<file path="config.mk">
export PLATFORM = sky130hd
export DESIGN_NAME = pkt_prior_drain
export DESIGN_NICKNAME = d
export VERILOG_FILES = /design/src/rtl/pkt_prior_drain.sv
export SDC_FILE = /design/constraint.sdc
export NUM_CORES = 1
export LEC_CHECK = 0
export ABC_AREA = 1
export BUFFER_PORTS_ARGS = -buffer_cell sky130_fd_sc_hd__buf_4
export CAP_MARGIN = 0
export CELL_PAD_IN_SITES_DETAIL_PLACEMENT = 0
export CELL_PAD_IN_SITES_GLOBAL_PLACEMENT = 1
export CORE_MARGIN = 3
export CORE_UTILIZATION = 40
export DETAILED_ROUTE_END_ITERATION = 7
export PLACE_DENSITY_LB_ADDON = 0.1
export RECOVER_POWER = 25
export SYNTH_ARGS = -nofsm -noshare
export SYNTH_HDL_FRONTEND = slang
export SYNTH_SLANG_ARGS = --single-unit
</file>
<file path="constraint.sdc">
create_clock -name clk -period 3.1 [get_ports clk]
set_clock_uncertainty 0.2 [all_clocks]
set_input_delay 0.62 -clock clk [delete_from_list [all_inputs] [get_ports clk]]
set_output_delay 0.62 -clock clk [all_outputs]
set_load 0.05 [all_outputs]
</file>
<file path="src/rtl/pkt_prior_drain.sv">
// Dequeue-side reader for the packet priority queue.
// Issues one dequeue request at a time, buffers responses in a 2-entry FIFO
// feeding a valid/ready egress stream, checks priority ordering and keeps
// pop/timeout statistics.
//
// state | meaning
// IDLE  | no request outstanding; issue one when enabled, queue non-empty, FIFO has room
// REQ   | deq_en pulse cycle
// WAIT  | awaiting deq_valid; down-counter abandons the request after TIMEOUT cycles
module pkt_prior_drain #(
   parameter int DWIDTH    = 64,
   parameter int PWIDTH    = 16,
   parameter int TIMEOUT   = 16,
   parameter bit ASCENDING = 1'b1
) (
   input  logic              clk,
   input  logic              rst,
   input  logic              en,
   input  logic              pq_nonempty,
   output logic              deq_en,
   input  logic              deq_valid,
   input  logic [DWIDTH-1:0] deq_data,
   input  logic [PWIDTH-1:0] deq_prior,
   output logic              m_valid,
   input  logic              m_ready,
   output logic [DWIDTH-1:0] m_data,
   output logic [PWIDTH-1:0] m_prior,
   output logic              busy,
   output logic              order_err,
   output logic [31:0]       pop_cnt,
   output logic [15:0]       timeout_cnt
);

   // Timer holds TIMEOUT-1 down to 0, giving exactly TIMEOUT cycles in WAIT.
   localparam int TW = (TIMEOUT > 1) ? $clog2(TIMEOUT) : 1;

   typedef enum logic [1:0] {ST_IDLE, ST_REQ, ST_WAIT} state_t;

   state_t            state_q, state_d;
   logic [TW-1:0]     tmr_q, tmr_d;
   logic              deq_en_q, deq_en_d;
   logic [1:0]        cnt_q, cnt_d;
   logic [DWIDTH-1:0] head_data_q, head_data_d, tail_data_q, tail_data_d;
   logic [PWIDTH-1:0] head_prior_q, head_prior_d, tail_prior_q, tail_prior_d;
   logic [PWIDTH-1:0] prev_q, prev_d;
   logic              prev_vld_q, prev_vld_d;
   logic              order_err_q, order_err_d;
   logic [31:0]       pop_cnt_q, pop_cnt_d;
   logic [15:0]       timeout_cnt_q, timeout_cnt_d;

   logic push, pop, tmo, viol;

   // Request sequencing: next state, deq_en pulse, response accept / timeout.
   always_comb begin
      state_d  = state_q;
      tmr_d    = tmr_q;
      deq_en_d = 1'b0;
      push     = 1'b0;
      tmo      = 1'b0;
      case (state_q)
         ST_IDLE: begin
            if (en && pq_nonempty && (cnt_q < 2'd2)) begin
               state_d  = ST_REQ;
               deq_en_d = 1'b1;
            end
         end
         ST_REQ: begin
            state_d = ST_WAIT;
            tmr_d   = TW'(TIMEOUT - 1);
         end
         ST_WAIT: begin
            if (deq_valid) begin
               push    = 1'b1;
               state_d = ST_IDLE;
            end else if (tmr_q == '0) begin
               tmo     = 1'b1;
               state_d = ST_IDLE;
            end else begin
               tmr_d = tmr_q - TW'(1);
            end
         end
         default: state_d = ST_IDLE;
      endcase
   end

   // Two-entry FIFO; head registers drive the stream and hold when empty.
   always_comb begin
      pop          = (cnt_q != 2'd0) && m_ready;
      cnt_d        = cnt_q;
      head_data_d  = head_data_q;
      head_prior_d = head_prior_q;
      tail_data_d  = tail_data_q;
      tail_prior_d = tail_prior_q;
      case ({push, pop})
         2'b10: begin
            cnt_d = cnt_q + 2'd1;
            if (cnt_q == 2'd0) begin
               head_data_d  = deq_data;
               head_prior_d = deq_prior;
            end else begin
               tail_data_d  = deq_data;
               tail_prior_d = deq_prior;
            end
         end
         2'b01: begin
            cnt_d = cnt_q - 2'd1;
            if (cnt_q == 2'd2) begin
               head_data_d  = tail_data_q;
               head_prior_d = tail_prior_q;
            end
         end
         2'b11: begin
            if (cnt_q == 2'd1) begin
               head_data_d  = deq_data;
               head_prior_d = deq_prior;
            end else begin
               head_data_d  = tail_data_q;
               head_prior_d = tail_prior_q;
               tail_data_d  = deq_data;
               tail_prior_d = deq_prior;
            end
         end
         default: ;
      endcase
   end

   // Order check against the previously accepted priority, plus statistics.
   always_comb begin
      viol          = ASCENDING ? (deq_prior < prev_q) : (deq_prior > prev_q);
      prev_d        = prev_q;
      prev_vld_d    = prev_vld_q;
      order_err_d   = order_err_q;
      pop_cnt_d     = pop_cnt_q;
      timeout_cnt_d = timeout_cnt_q;
      if (push) begin
         pop_cnt_d  = pop_cnt_q + 32'd1;
         prev_d     = deq_prior;
         prev_vld_d = 1'b1;
         if (prev_vld_q && viol) order_err_d = 1'b1;
      end
      if (tmo && (timeout_cnt_q != 16'hFFFF)) timeout_cnt_d = timeout_cnt_q + 16'd1;
   end

   // State, FIFO and statistics registers.
   always_ff @(posedge clk or negedge rst) begin
      if (!rst) begin
         state_q       <= ST_IDLE;
         tmr_q         <= '0;
         deq_en_q      <= 1'b0;
         cnt_q         <= 2'd0;
         head_data_q   <= '0;
         head_prior_q  <= '0;
         tail_data_q   <= '0;
         tail_prior_q  <= '0;
         prev_q        <= '0;
         prev_vld_q    <= 1'b0;
         order_err_q   <= 1'b0;
         pop_cnt_q     <= 32'd0;
         timeout_cnt_q <= 16'd0;
      end else begin
         state_q       <= state_d;
         tmr_q         <= tmr_d;
         deq_en_q      <= deq_en_d;
         cnt_q         <= cnt_d;
         head_data_q   <= head_data_d;
         head_prior_q  <= head_prior_d;
         tail_data_q   <= tail_data_d;
         tail_prior_q  <= tail_prior_d;
         prev_q        <= prev_d;
         prev_vld_q    <= prev_vld_d;
         order_err_q   <= order_err_d;
         pop_cnt_q     <= pop_cnt_d;
         timeout_cnt_q <= timeout_cnt_d;
      end
   end

   assign deq_en      = deq_en_q;
   assign m_valid     = (cnt_q != 2'd0);
   assign m_data      = head_data_q;
   assign m_prior     = head_prior_q;
   assign busy        = (state_q != ST_IDLE);
   assign order_err   = order_err_q;
   assign pop_cnt     = pop_cnt_q;
   assign timeout_cnt = timeout_cnt_q;

endmodule

</file>
---- After elaboration in Yosys (flattened, before gate mapping) ----
Cells that the tools add are included.
storage, ports and cells
  bits in latches ......................... 0
  register bits after elaboration ......... 235
  input port bits ......................... 86
  word-level logic and storage cells ...... 84
  output and inout bits ................... 132
  memories kept ........................... 0
  memory bits (writable) .................. 0
  ROM bits ................................ 0
cells by class
  add/subtract/negate cells ............... 5
  muxes and demuxes ....................... 29
  bitwise operators ....................... 0
  magnitude comparators ................... 2
  div/mod/pow operators ................... 0
  equality and inequality tests ........... 16
  reductions and logical operators ........ 19
  $mul .................................... 0
  shift operators ......................... 0
operators with widths
  operator               count
  $mux 64                5
  $pmux 64 s3            1
  $pmux 64 s2            1
  $mux 16                5
  $pmux 16 s3            1
  $add 32x1->32 const B  1
  $pmux 16 s2            1
  $add 16x1->16 const B  1
  $lt 16x16->1           1
  $ne 16x16->1 const B   1
  $ne 2x2->1 const B     7
  $reduce_bool 2->1      5
  $reduce_and 3->1       3
  $eq 2x2->1 const B     4
  $mux 4                 2
  $pmux 4 s2             1
  $mux 1                 7
  $eq 2x1->1 const B     3
  $mux 2                 3
  $pmux 2 s3             1
  $logic_and 1x1->1      5
  $logic_not 2->1        2
  $logic_not 4->1        1
  $pmux 2 s2             1
  7 further kinds        8

---- Logic depth before layout (Yosys ltp) ----
  depth after elaboration ................. 5
  mapped depth ............................ 13
  mapped depth without buffers ............ 11

---- Least setup slack after synthesis ----
OpenSTA, ideal clock, no wires.
  kind .................................... register -> register
  start ................................... reg cnt_q[0]
  end ..................................... reg head_data_q[0], in the netlist m_data[0]
  data arrival time ....................... 2.565 ns
  cell stages (with the launch flop) ...... 12
  period minus slack after synthesis ...... 2.890 ns
  buffers on the path ..................... 2
  slack ................................... 0.210 ns
  cells stage by stage .................... dfrtp_1 -> inv_1 -> ha_1 -> inv_2 -> nand2_4 -> inv_2 -> clkbuf_1 -> ha_1 -> inv_1 -> o21ai_1 -> buf_2 -> mux2_2
between the ends
  cells in the longest elaborated chain, start to end .. 5
RTL lines
  element                                                    RTL line  text
  start: declaration                                         42        logic [1:0] cnt_q, cnt_d;
  start signal: assignment                                   164       cnt_q <= cnt_d;
  $reduce_bool 2->1 *                                        -
  named net m_valid                                          24        output logic m_valid,
  $logic_and 1x1->1 *                                        88        pop = (cnt_q != 2'd0) && m_ready;
  $eq 2x1->1 or $eq 2x2->1 (tied branches)                   94        case ({push, pop})
  $ne 2x2->1 (no line) or $reduce_bool 3->1 (tied branches)  -
  $reduce_and 3->1 (no line)                                 -
  end signal: assignment                                     165       head_data_q <= head_data_d;
  end: declaration                                           43        logic [DWIDTH-1:0] head_data_q, head_data_d, tail_data_q, tail_data_d;
Mark *: on every way through the listed nets, which the timed path passes. The rest lies on a longest branch.
A chain may end at the register's enable or synchronous reset.

---- Final worst setup path ----
  start ................................... reg cnt_q[0]
  end ..................................... reg head_data_q[30], in the netlist m_data[30]
between the ends
  cells in the longest elaborated chain, start to end .. 5
RTL lines
  element                                                    RTL line
  $reduce_bool 2->1                                          88
  $logic_and 1x1->1                                          88
  $eq 2x1->1 or $eq 2x2->1 (tied branches)                   94
  $ne 2x2->1 (no line) or $reduce_bool 3->1 (tied branches)  -
  $reduce_and 3->1 (no line)                                 -
Several ways; a longest one is shown, not always the timed one.

==> results.tsv <==
metric	value	unit
CTS sink count	235	
DR vias/cell	4.84	
area share of the largest cell type after synthesis	0.523	
most common cell after layout, fill and taps aside	nand2_1	
CP Class	reg2reg	
Tot GR Track Use	0.187	
vias in the first global route	8845	
Leakage Power	7.06	nW
Gate power share	0.417	
CTS max path bufs	3	
H-tree levels	1	
Slew headroom	-0.185	
top_reg_cell synth	dfrtp_1	
Die X	174	um
synthesized net count	1364	
syn avg cell area	8.97	sq um
Cells on Worst Hold Path	3	
endpoints failing setup	0	
Worst Hold Slack	171	ps
Setup crit start kind	register	
PD cells	958	nW/um^2
crit path max-delay cell type	o21ai_4	
Detail Placement HPWL	19.5	mm
failing checks	max-capacitance violations, max-slew violations	
Initial Util	0.411	
DR pass1 iterations	5	
Period minus WS final	2830	ps
largest family of logic cells by synthesized area	simple AND/OR/NAND/NOR gates	
Die H	174	um
metal2 WL	13.2	mm
P_int	0.00808	W
Tcrit/Tclk final	0.914	
required time of the critical path	3310	ps
antenna cells	0	
Seq/Total Area, Yosys	0.523	
Num CTS Buffers	28	
clock latency on the worst-skew pair	530	ps
WL met1	13.7	mm
Synth Cell Area	11200	sq um
cell depth of the worst flop-to-flop path	10	
Sw Ratio	0.408	
Crit path max-delay family	buffers and inverters	
area leader, netlist	dfrtp_1	
Setup Slack @ Placement	296	ps
gr ovfl total	0	
adder-cell share of the synthesized area	0.0278	
final core occ	0.521	
TritonCTS clock tree	done	
Worst Slack Setup Final	267	ps
switching power	0.00556	W
Antenna Violating Nets Remaining	0	
Yosys reg bits	235	
Worst Path Buf+Inv	5	
antenna violations before repair	0	
Syn-to-layout area delta	26.6	%
critical path's largest stage delay	570	ps
core area	27300	sq um
Hold EP	tail_data_q[44]	
Post-Synth Simple-Gate Area	0.177	
GPL Wtd Cong	0.764	
hold crit path type	in2reg	
post-route setup TNS	0	ps
RSZ-0062 raised after global routing	no	
Slew @ Worst Pin	1780	ps
share of post-route cells with drive strength above 1	0.248	
setup slack, reg-to-reg	270	ps
xor/xnor share of the synthesized area	0.0273	
Reg-to-Reg Start	cnt_q[0]	
port buffer count	217	
highest metal layer with signal wires	met4	
mux cell area share after synthesis	0.0801	
hold path start	deq_data[44]	
WP data arrival	3040	ps
Routed Wire Length	28.9	mm
commonest cells after routing, fill and taps aside	267 x nand2_1, 235 x dfrtp_1, 222 x buf_4	
met3 WL	1.52	mm
FP Rows	60	
Post-synth EDFFs	0	
Clock power frac	0.224	
Worst Path Max Fanout	29	
crit end category	register	
first-pass GRT wire length	47.1	mm
Die ar.	30200	sq um
hold_buf cts	1	
Yosys cell types	31	
Worst-path clk slew	60	ps
Synthesis Warnings	0	
cts repair resizes	0	
CP Cell Sequence	inv_1, ha_1, inv_2, nand2_4, inv_2, ha_1, inv_1, o21ai_4, buf_12, mux2_2	
wire length per cell	15.6	um
largest net degree at the start of global routing	99	
Post-Synthesis Cells	1253	
Root Driver	clkbuf_16	
Initial DRC Count	681	
fmax	0.353	GHz
VDD IR max	0.000749	V
RR Endpoint	m_data[30]	
nets@finish	1576	
status	finished with violations	
Fin. Hold Viols	0	
number of max-cap violations	1	
setup bufs post-CTS	0	
Synth area leaders	dfrtp_1 52%, nand2_1 8.9%, mux2_2 8.0%	
IO Count	218	
DR DRC count	0	
ys async rst share	1.00	
routed vias	8982	
post-synthesis compound-gate area fraction	0.0921	
Final Max Tran Viols	67	
Flop pwr share	0.359	
worst reg2reg max path, cell delays in order, from the launching register on:
cell,delay (ps)
dfrtp_1,380
inv_1,80
ha_1,230
inv_2,100
nand2_4,70
inv_2,100
ha_1,190
inv_1,110
o21ai_4,570
buf_12,290
mux2_2,390
how the worst max path moves through the flow:
stage | slack [ps] | depth (start not counted) | startpoint | endpoint
global placement | 330 | 10 | deq_valid | m_data[60]
global route | 90 | 8 | state_q[0] | pop_cnt[23]
detailed placement | 300 | 10 | cnt_q[0] | m_data[30]
finish | 270 | 10 | cnt_q[0] | m_data[30]
floorplan | 210 | 11 | cnt_q[0] | m_data[0]
CTS | 270 | 10 | cnt_q[0] | m_data[30]
registers in the layout, summed over array words and instances, names as in the netlist, 2 cells and up:
name / flops
tmr_q: 4
m_prior: 16
tail_data_q: 64
tail_prior_q: 16
timeout_cnt: 16
prev_q: 16
cnt_q: 2
m_data: 64
pop_cnt: 32
state_q: 2
power by group through the flow:
| stage | Clock [W] | Sequential [W] | Combinational, W |
|---|---|---|---|
| after global placement | 0 | 0.00492 | 0.00568 |
| after floorplan | 0 | 0.00650 | 0.00223 |
| after detailed placement | 0 | 0.00493 | 0.00576 |
| after global routing | 0.00328 | 0.00502 | 0.00616 |
| after CTS | 0.00315 | 0.00490 | 0.00578 |
| final | 0.00306 | 0.00489 | 0.00569 |
cell usage after synthesis, types with 2 or more instances:
master,number
dfrtp_1,235
buf_2,31
nand3_1,111
nor2_1,66
xor2_1,17
inv_1,144
nand2_1,267
nor3_1,7
mux2_2,80
a21oi_1,7
o21ai_1,38
xnor2_1,18
nand3_2,2
clkbuf_1,22
ha_1,25
nor2_2,4
nand3b_1,5
inv_2,3
nand4_1,7
o21ai_0,153
routing by layer:
metal  global-route usage  vias up
li1                     -     4467
met1                0.267     4252
met2                0.302      234
met3               0.0357       29
met4               0.0365        0
met5                    0        -
area by class of cell:
cell class | count | area, sq um
fill | 2638 | 13100
sequential | 235 | 5880
multi-input combinational | 814 | 4570
timing repair buffer | 238 | 1910
clock buffer | 45 | 846
inverter | 148 | 556
tap | 372 | 465
clock inverter | 2 | 10.0
kinds of logic after synthesis:
| group | after synthesis |
|---|---|
| compound gates | 202 |
| xor+xnor | 35 |
| fa+ha+maj | 25 |
| buf+inv | 204 |
| flops | 235 |
| mux | 80 |
| simple gates | 472 |
stage by stage:
step / cells / power (W) / area [sq um]
6_report: 1854 / 0.0136 / 14200
3_3_place_gp: 1806 / 0.0106 / 13400
4_1_cts: 1854 / 0.0138 / 14300
3_5_place_dp: 1806 / 0.0107 / 13400
2_1_floorplan: 1253 / 0.00874 / 11200
5_1_grt: 1854 / 0.0145 / 14200
Power figures use the tool's default switching activity.
